[src/rtl/snake_pkg.sv]
// Shared types, heading constants and helpers for the snake game controller.
package snake_pkg;

    typedef enum logic [1:0] {
        IDLE  = 2'd0,
        RUN   = 2'd1,
        PAUSE = 2'd2,
        OVER  = 2'd3
    } state_t;

    localparam logic [3:0] DIR_UP    = 4'b1000;
    localparam logic [3:0] DIR_DOWN  = 4'b0100;
    localparam logic [3:0] DIR_LEFT  = 4'b0010;
    localparam logic [3:0] DIR_RIGHT = 4'b0001;

    // Opposite heading; non-one-hot input maps to zero, which never matches a stored heading.
    function automatic logic [3:0] dir_reverse(input logic [3:0] dir);
        logic [3:0] r;
        r = 4'b0000;
        case (dir)
            DIR_UP:    r = DIR_DOWN;
            DIR_DOWN:  r = DIR_UP;
            DIR_LEFT:  r = DIR_RIGHT;
            DIR_RIGHT: r = DIR_LEFT;
            default:   r = 4'b0000;
        endcase
        return r;
    endfunction

    function automatic logic is_onehot(input logic [3:0] v);
        return (v != 4'd0) && ((v & (v - 4'd1)) == 4'd0);
    endfunction

endpackage

[src/rtl/snake_game_ctrl_dir_fifo.sv]
// Small synchronous FIFO holding pending turns; a pop and push in the same
// cycle are both honoured even when full. Synchronous clear empties it.
module dir_fifo #(
    parameter int DEPTH = 2,
    parameter int WIDTH = 4,
    localparam int PW = (DEPTH > 1) ? $clog2(DEPTH) : 1,
    localparam int CW = $clog2(DEPTH + 1)
) (
    input  logic             clk,
    input  logic             rst,
    input  logic             clr_i,
    input  logic             push_i,
    input  logic             pop_i,
    input  logic [WIDTH-1:0] data_i,
    output logic [WIDTH-1:0] head_o,
    output logic [WIDTH-1:0] tail_o,
    output logic [CW-1:0]    count_o,
    output logic             full_o,
    output logic             empty_o
);

    logic [WIDTH-1:0] mem_q [DEPTH];
    logic [PW-1:0]    rd_ptr_q, wr_ptr_q, last_ptr;
    logic [CW-1:0]    count_q;
    logic             do_push, do_pop;

    function automatic logic [PW-1:0] ptr_inc(input logic [PW-1:0] p);
        return (p == PW'(DEPTH - 1)) ? '0 : p + 1'b1;
    endfunction

    assign empty_o  = (count_q == '0);
    assign full_o   = (count_q == CW'(DEPTH));
    assign do_pop   = pop_i & ~empty_o;
    assign do_push  = push_i & (~full_o | do_pop);
    assign last_ptr = (wr_ptr_q == '0) ? PW'(DEPTH - 1) : wr_ptr_q - 1'b1;
    assign head_o   = mem_q[rd_ptr_q];
    assign tail_o   = mem_q[last_ptr];
    assign count_o  = count_q;

    // Pointer and occupancy bookkeeping.
    always_ff @(posedge clk) begin
        if (rst || clr_i) begin
            rd_ptr_q <= '0;
            wr_ptr_q <= '0;
            count_q  <= '0;
        end else begin
            if (do_pop)  rd_ptr_q <= ptr_inc(rd_ptr_q);
            if (do_push) wr_ptr_q <= ptr_inc(wr_ptr_q);
            count_q <= count_q + CW'(do_push) - CW'(do_pop);
        end
    end

    // Storage; contents are only meaningful below count_q, so no reset.
    always_ff @(posedge clk) begin
        if (do_push) mem_q[wr_ptr_q] <= data_i;
    end

endmodule

[src/rtl/snake_game_ctrl.sv]
// Game sequencing: start/pause/over FSM, queued turns with reversal
// rejection, one step per game tick, saturating food score.
//
//  state | meaning
//  IDLE  | waiting for button to start a game
//  RUN   | game active; ticks step the snake, turns and food accepted
//  PAUSE | frozen; ticks and collisions ignored
//  OVER  | crashed; score held until button returns to IDLE
module snake_game_ctrl
    import snake_pkg::*;
#(
    parameter int         QDEPTH   = 2,
    parameter int         SCORE_W  = 8,
    parameter logic [3:0] INIT_DIR = 4'b0001
) (
    input  logic               clk,
    input  logic               rst,
    input  logic               goodColl_i,
    input  logic               badColl_i,
    input  logic               button_i,
    input  logic [3:0]         direction_i,
    input  logic               tick_i,
    output logic [3:0]         dir_o,
    output logic               step_o,
    output logic               grow_o,
    output logic [SCORE_W-1:0] score_o,
    output logic [1:0]         state_o
);

    localparam int CW = $clog2(QDEPTH + 1);

    state_t             state_q, state_d;
    logic [3:0]         dir_q, dir_d, dir_prev_q;
    logic               step_q, grow_q, latch_q, latch_d;
    logic [SCORE_W-1:0] score_q, score_d;
    logic               btn_prev_q, food_prev_q;

    logic               btn_rise, food_rise, dir_evt, run, do_step, start;
    logic               q_push, q_pop, q_clr, q_full, q_empty;
    logic [3:0]         q_head, q_tail, ref_dir;
    logic [CW-1:0]      q_count;

    assign btn_rise  = button_i & ~btn_prev_q;
    assign food_rise = goodColl_i & ~food_prev_q;
    assign dir_evt   = is_onehot(direction_i) && (direction_i != dir_prev_q);
    assign run       = (state_q == RUN);
    assign start     = (state_q == IDLE) & btn_rise;
    assign do_step   = run & tick_i & ~badColl_i;
    assign q_pop     = do_step & ~q_empty;
    // A pop never changes the reference: with one entry the popped head is the tail.
    assign ref_dir   = (q_count != '0) ? q_tail : dir_q;
    assign q_push    = run & ~badColl_i & dir_evt & (direction_i != ref_dir)
                     & (direction_i != dir_reverse(ref_dir)) & (~q_full | q_pop);
    assign q_clr     = start | (run & badColl_i);

    dir_fifo #(.DEPTH(QDEPTH), .WIDTH(4)) u_fifo (
        .clk     (clk),
        .rst     (rst),
        .clr_i   (q_clr),
        .push_i  (q_push),
        .pop_i   (q_pop),
        .data_i  (direction_i),
        .head_o  (q_head),
        .tail_o  (q_tail),
        .count_o (q_count),
        .full_o  (q_full),
        .empty_o (q_empty)
    );

    // Next-state, heading, score and grow-latch decisions.
    always_comb begin
        state_d = state_q;
        dir_d   = dir_q;
        score_d = score_q;
        latch_d = latch_q;
        unique case (state_q)
            IDLE:  if (btn_rise) state_d = RUN;
            RUN:   if (badColl_i) state_d = OVER;
                   else if (btn_rise) state_d = PAUSE;
            PAUSE: if (btn_rise) state_d = RUN;
            OVER:  if (btn_rise) state_d = IDLE;
            default: state_d = IDLE;
        endcase
        if (start) begin
            dir_d   = INIT_DIR;
            score_d = '0;
            latch_d = 1'b0;
        end
        if ((state_q == OVER) && btn_rise) score_d = '0;
        if (q_pop) dir_d = q_head;
        // Step consumes the latch first so coincident food lands on the next step.
        if (do_step) latch_d = 1'b0;
        if (run && food_rise) begin
            latch_d = 1'b1;
            if (score_q != {SCORE_W{1'b1}}) score_d = score_q + 1'b1;
        end
    end

    // Registered state, outputs and edge-history.
    always_ff @(posedge clk) begin
        if (rst) begin
            state_q     <= IDLE;
            dir_q       <= INIT_DIR;
            step_q      <= 1'b0;
            grow_q      <= 1'b0;
            latch_q     <= 1'b0;
            score_q     <= '0;
            btn_prev_q  <= 1'b0;
            food_prev_q <= 1'b0;
            dir_prev_q  <= 4'd0;
        end else begin
            state_q     <= state_d;
            dir_q       <= dir_d;
            step_q      <= do_step;
            grow_q      <= do_step & latch_q;
            latch_q     <= latch_d;
            score_q     <= score_d;
            btn_prev_q  <= button_i;
            food_prev_q <= goodColl_i;
            dir_prev_q  <= direction_i;
        end
    end

    assign dir_o   = dir_q;
    assign step_o  = step_q;
    assign grow_o  = grow_q;
    assign score_o = score_q;
    assign state_o = state_q;

endmodule

[config.mk]
export PLATFORM = sky130hd
export DESIGN_NAME = snake_game_ctrl
export DESIGN_NICKNAME = d
export VERILOG_FILES = /design/src/rtl/snake_pkg.sv /design/src/rtl/snake_game_ctrl_dir_fifo.sv /design/src/rtl/snake_game_ctrl.sv
export SDC_FILE = /design/constraint.sdc
export NUM_CORES = 1
export LEC_CHECK = 0
export CAP_MARGIN = 10
export CORE_AREA = 3 3 75 63
export DETAILED_ROUTE_END_ITERATION = 6
export DIE_AREA = 0 0 78 66
export GPL_ROUTABILITY_DRIVEN = 0
export PLACE_DENSITY = 0.74
export RECOVER_POWER = 100
export SLEW_MARGIN = 10
export SYNTH_ARGS = -nofsm -noshare
export SYNTH_HDL_FRONTEND = slang
export SYNTH_HIERARCHICAL = 1
export SYNTH_SLANG_ARGS = --single-unit
[constraint.sdc]
create_clock -name clk -period 3.2 [get_ports clk]
set_input_delay 0.96 -clock clk [delete_from_list [all_inputs] [get_ports clk]]
set_output_delay 0.96 -clock clk [all_outputs]
set_load 0.01 [all_outputs]
==> summary.md <==
| Metric | Value |
|---|---|
| Leading area contributor after synthesis | dfxtp_1 |
| Num CTS Buffers | 5 |
| Hold Crit Class | flip-flop to flip-flop |
| Antenna Violating Nets Remaining | 0 |
| Switching Fraction | 23.2% |
| Pint | 0.713 mW |
| Largest family of logic cells by synthesized area | simple AND/OR/NAND/NOR gates |
| Min cycle time layout | 3.05 ns |
| Clk sink count | 36 |
| Chip Height | 66 um |
| Final Core Density | 60.2% |
| Clock network power share | 37.4% |
| Unrepaired setup endpoints after global routing | false |
| Commonest cells after routing, fill and taps aside | 27 x dfxtp_1, 23 x nor2_1, 19 x dlygate4sd3_1, 16 x a21oi_1, 13 x nor2b_1 |
| Synth Area in Compound Gates | 18.3% |
| Critical Path End | u_fifo/count_o[1] |
| Die area | 0.00515 mm2 |
| Combinational share of power | 10.8% |
| Routed len/inst | 14.4 um |
| CTS root buf | clkbuf_8 |
| Nets@finish | 272 |
| Gr usage total | 18.5% |
| Largest net degree at the start of global routing | 14 |
| Cells after Synth | 220 |
| Yosys cell types | 50 |
| PwrDens | 376 mW/mm2 |
| Post-synth top area share | 28.4% |
| Maximum buffer depth of the clock tree | 2 |
| DRC violations left | 0 |
| Vias in the first global route | 1,593 |
| IO Count | 26 |
| Avg Synthesized Cell Area | 8.96 um2 |
| Layout area overhead | 25.3% |
| Simple-gate share of the synthesized area | 22.3% |
| Core area | 0.00410 mm2 |
| Initial Util | 48.1% |
| Syn Nets | 232 |
| CTS tree | done |
| Max-slew violation count | 0 |
| Crit path launch type | input pin |
| Synth Cell Area | 0.00197 mm2 |
| Worst R2R Start | u_fifo/wr_ptr_q |
| Reg2reg setup slack | 0.27 ns |
| Fmax | 328 MHz |
| Post-route cell area | 0.00247 mm2 |
| Setup Crit Path Kind | input pin to flip-flop |
| Synth Area in Adders | 1.27% |
| Fin crit share | 95.2% |
| Area contributors post-synth | dfxtp_1 28%, edfxtp_1 12%, mux2_2 5.1% |
| First-pass GRT wire length | 7430 um |
| Gr ovfl total | 0 |
| Power share of the sequential group | 51.8% |
| Via-per-instance ratio | 5.41 |
| IO buf count | 25 |
| Initial antenna violation count | 0 |
| Sequential-to-total area share from yosys stat | 40.6% |
| Row Count | 21 |
| Pre-antenna DRT Iters | 5 |
| Status | complete, no violations |
| Multiplexer area fraction after synthesis | 7.68% |
| EDFF count, synth | 8 |
| Worst rel slew slack | 47.7% |
| Worst EP arrival | 3.26 ns |
| Main synth FF type | dfxtp_1 |
| Max-cap violations | 0 |
| # setup viols final | 0 |
| Worst-Margin Slew | 0.777 ns |
| Synth Area in XOR/XNOR | 5.33% |
| Reg2reg end | u_fifo/count_o[1] |
| Crit path capture type | flip-flop |
| Peak VDD IR | 0.260 mV |
| CTS clk-pin slew, worst paths | 0.07 ns |
| Placed cell areas | 0.00239 mm2 |
| DR iter-0 viols | 139 |
| Width of the die | 78 um |
| Worst Clk Skew | 0.00649 ns |
| Share of cells above drive strength 1 | 14.9% |
| Lkg Pwr | 0.927 nW |
| Worst r2r path cells | 11 |
| Switching power total | 0.216 mW |
| Synth warn | 6 |
| Worst skew pair latency | 0.28 ns |
| Post-CTS setup buffers | 0 |
| Routed wire length | 4570 um |
| CP max FO | 4 |
| H-tree levels | 2 |
| Final Hold Fails | 0 |
| # diodes | 0 |
| Asr flop ratio synth | 0% |
| Most common cell after layout, fill and taps aside | dfxtp_1 |
| Dpl hpwl | 3340 um |
| Worst path required time | 3.41 ns |
| CP Launch Point | direction_i[1] |
| Register bit total from synthesis | 36 |
| Via count | 1,719 |
| Total power draw | 0.929 mW |
cells by family after synthesis:
kind of cell | after synthesis
AO/OA/AOI/OAI | 52
XOR/XNOR | 12
adder cells (fa/ha/maj) | 2
buffers and inverters | 21
flip-flops | 36
multiplexers | 14
AND/OR/NAND/NOR | 83
synthesized netlist by cell type, drive strengths merged, types with 3 or more instances:
cell type	n
inv	10
mux2	9
nand2	10
dfxtp	28
nand2b	7
o21ai	14
mux2i	5
nand3	9
nor2	24
xor2	3
clkbuf	5
nor2b	13
xnor2	9
a21oi	16
or3	5
buf	6
edfxtp	8
power groups by stage:
| stage | Clock [mW] | Sequential [mW] | Combinational (mW) |
|---|---|---|---|
| 2_1_floorplan | 0 | 0.489 | 0.0620 |
| 4_1_cts | 0.355 | 0.481 | 0.104 |
| 3_5_place_dp | 0 | 0.491 | 0.102 |
| 3_3_place_gp | 0 | 0.491 | 0.101 |
| 6_report | 0.348 | 0.481 | 0.100 |
| 5_1_grt | 0.375 | 0.483 | 0.111 |
worst max-delay path, cell delays in order:
cell and delay [ns]:
clkdlybuf4s50_1 0.44, buf_4 0.16, nor2b_1 0.12, nand4b_1 0.09
nand3_1 0.14, a2111oi_4 0.39, o21ai_1 0.15, o21ai_1 0.11
ha_1 0.18, xor2_1 0.07, or3_1 0.31, a21oi_1 0.14
worst min path at each step:
stage,cells past startpoint,from,end
global route,1,latch_q,grow_o
finish,1,latch_q,grow_o
detailed placement,1,latch_q,grow_o
floorplan,1,latch_q,grow_o
CTS,1,latch_q,grow_o
global placement,1,latch_q,grow_o
cell type report:
class	count	area (um2)
inverters	10	37.5
flip-flops and latches	36	802
clock buffers	8	100
well taps	57	71.3
multi-input cells	163	1100
repair buffers	44	358
fillers	390	1630
sequential cells by signal, indices dropped and copies added (netlist names), named ones only:
register,count
btn_prev_q,1
dir_o,4
dir_prev_q,4
food_prev_q,1
grow_o,1
latch_q,1
score_o,8
state_o,2
step_o,1
u_fifo/count_o,2
u_fifo/mem_q,8
u_fifo/rd_ptr_q,1
u_fifo/wr_ptr_q,1
repair_timing:
action                     CTS  global route
pin swaps                    1             1
setup endpoints to repair    1             1
hold buffers                 0             0
gates resized for setup      4             6
metrics by stage:
stage                     hold slack (ns)  setup WS [ns]  setup TNS, ns  std cells
after floorplan                     0.430          0.131              0        220
after global placement              0.450         -0.200         -0.200        310
after detailed placement            0.455         -0.263         -0.407        310
after CTS                           0.474         0.0156              0        318
after global routing                0.495         0.0111              0        318
final                               0.471          0.154              0        318
layer usage:
layer  share of wire [%]  track usage [%]  vias to the layer above
li1                    -                -                      869
met3                 3.8             4.09                        7
met4                 1.2             6.55                        0
met5                   0                0                        -
met2                  45             28.0                       40
met1                  51             26.1                      803
Power figures use the tool's default switching activity.
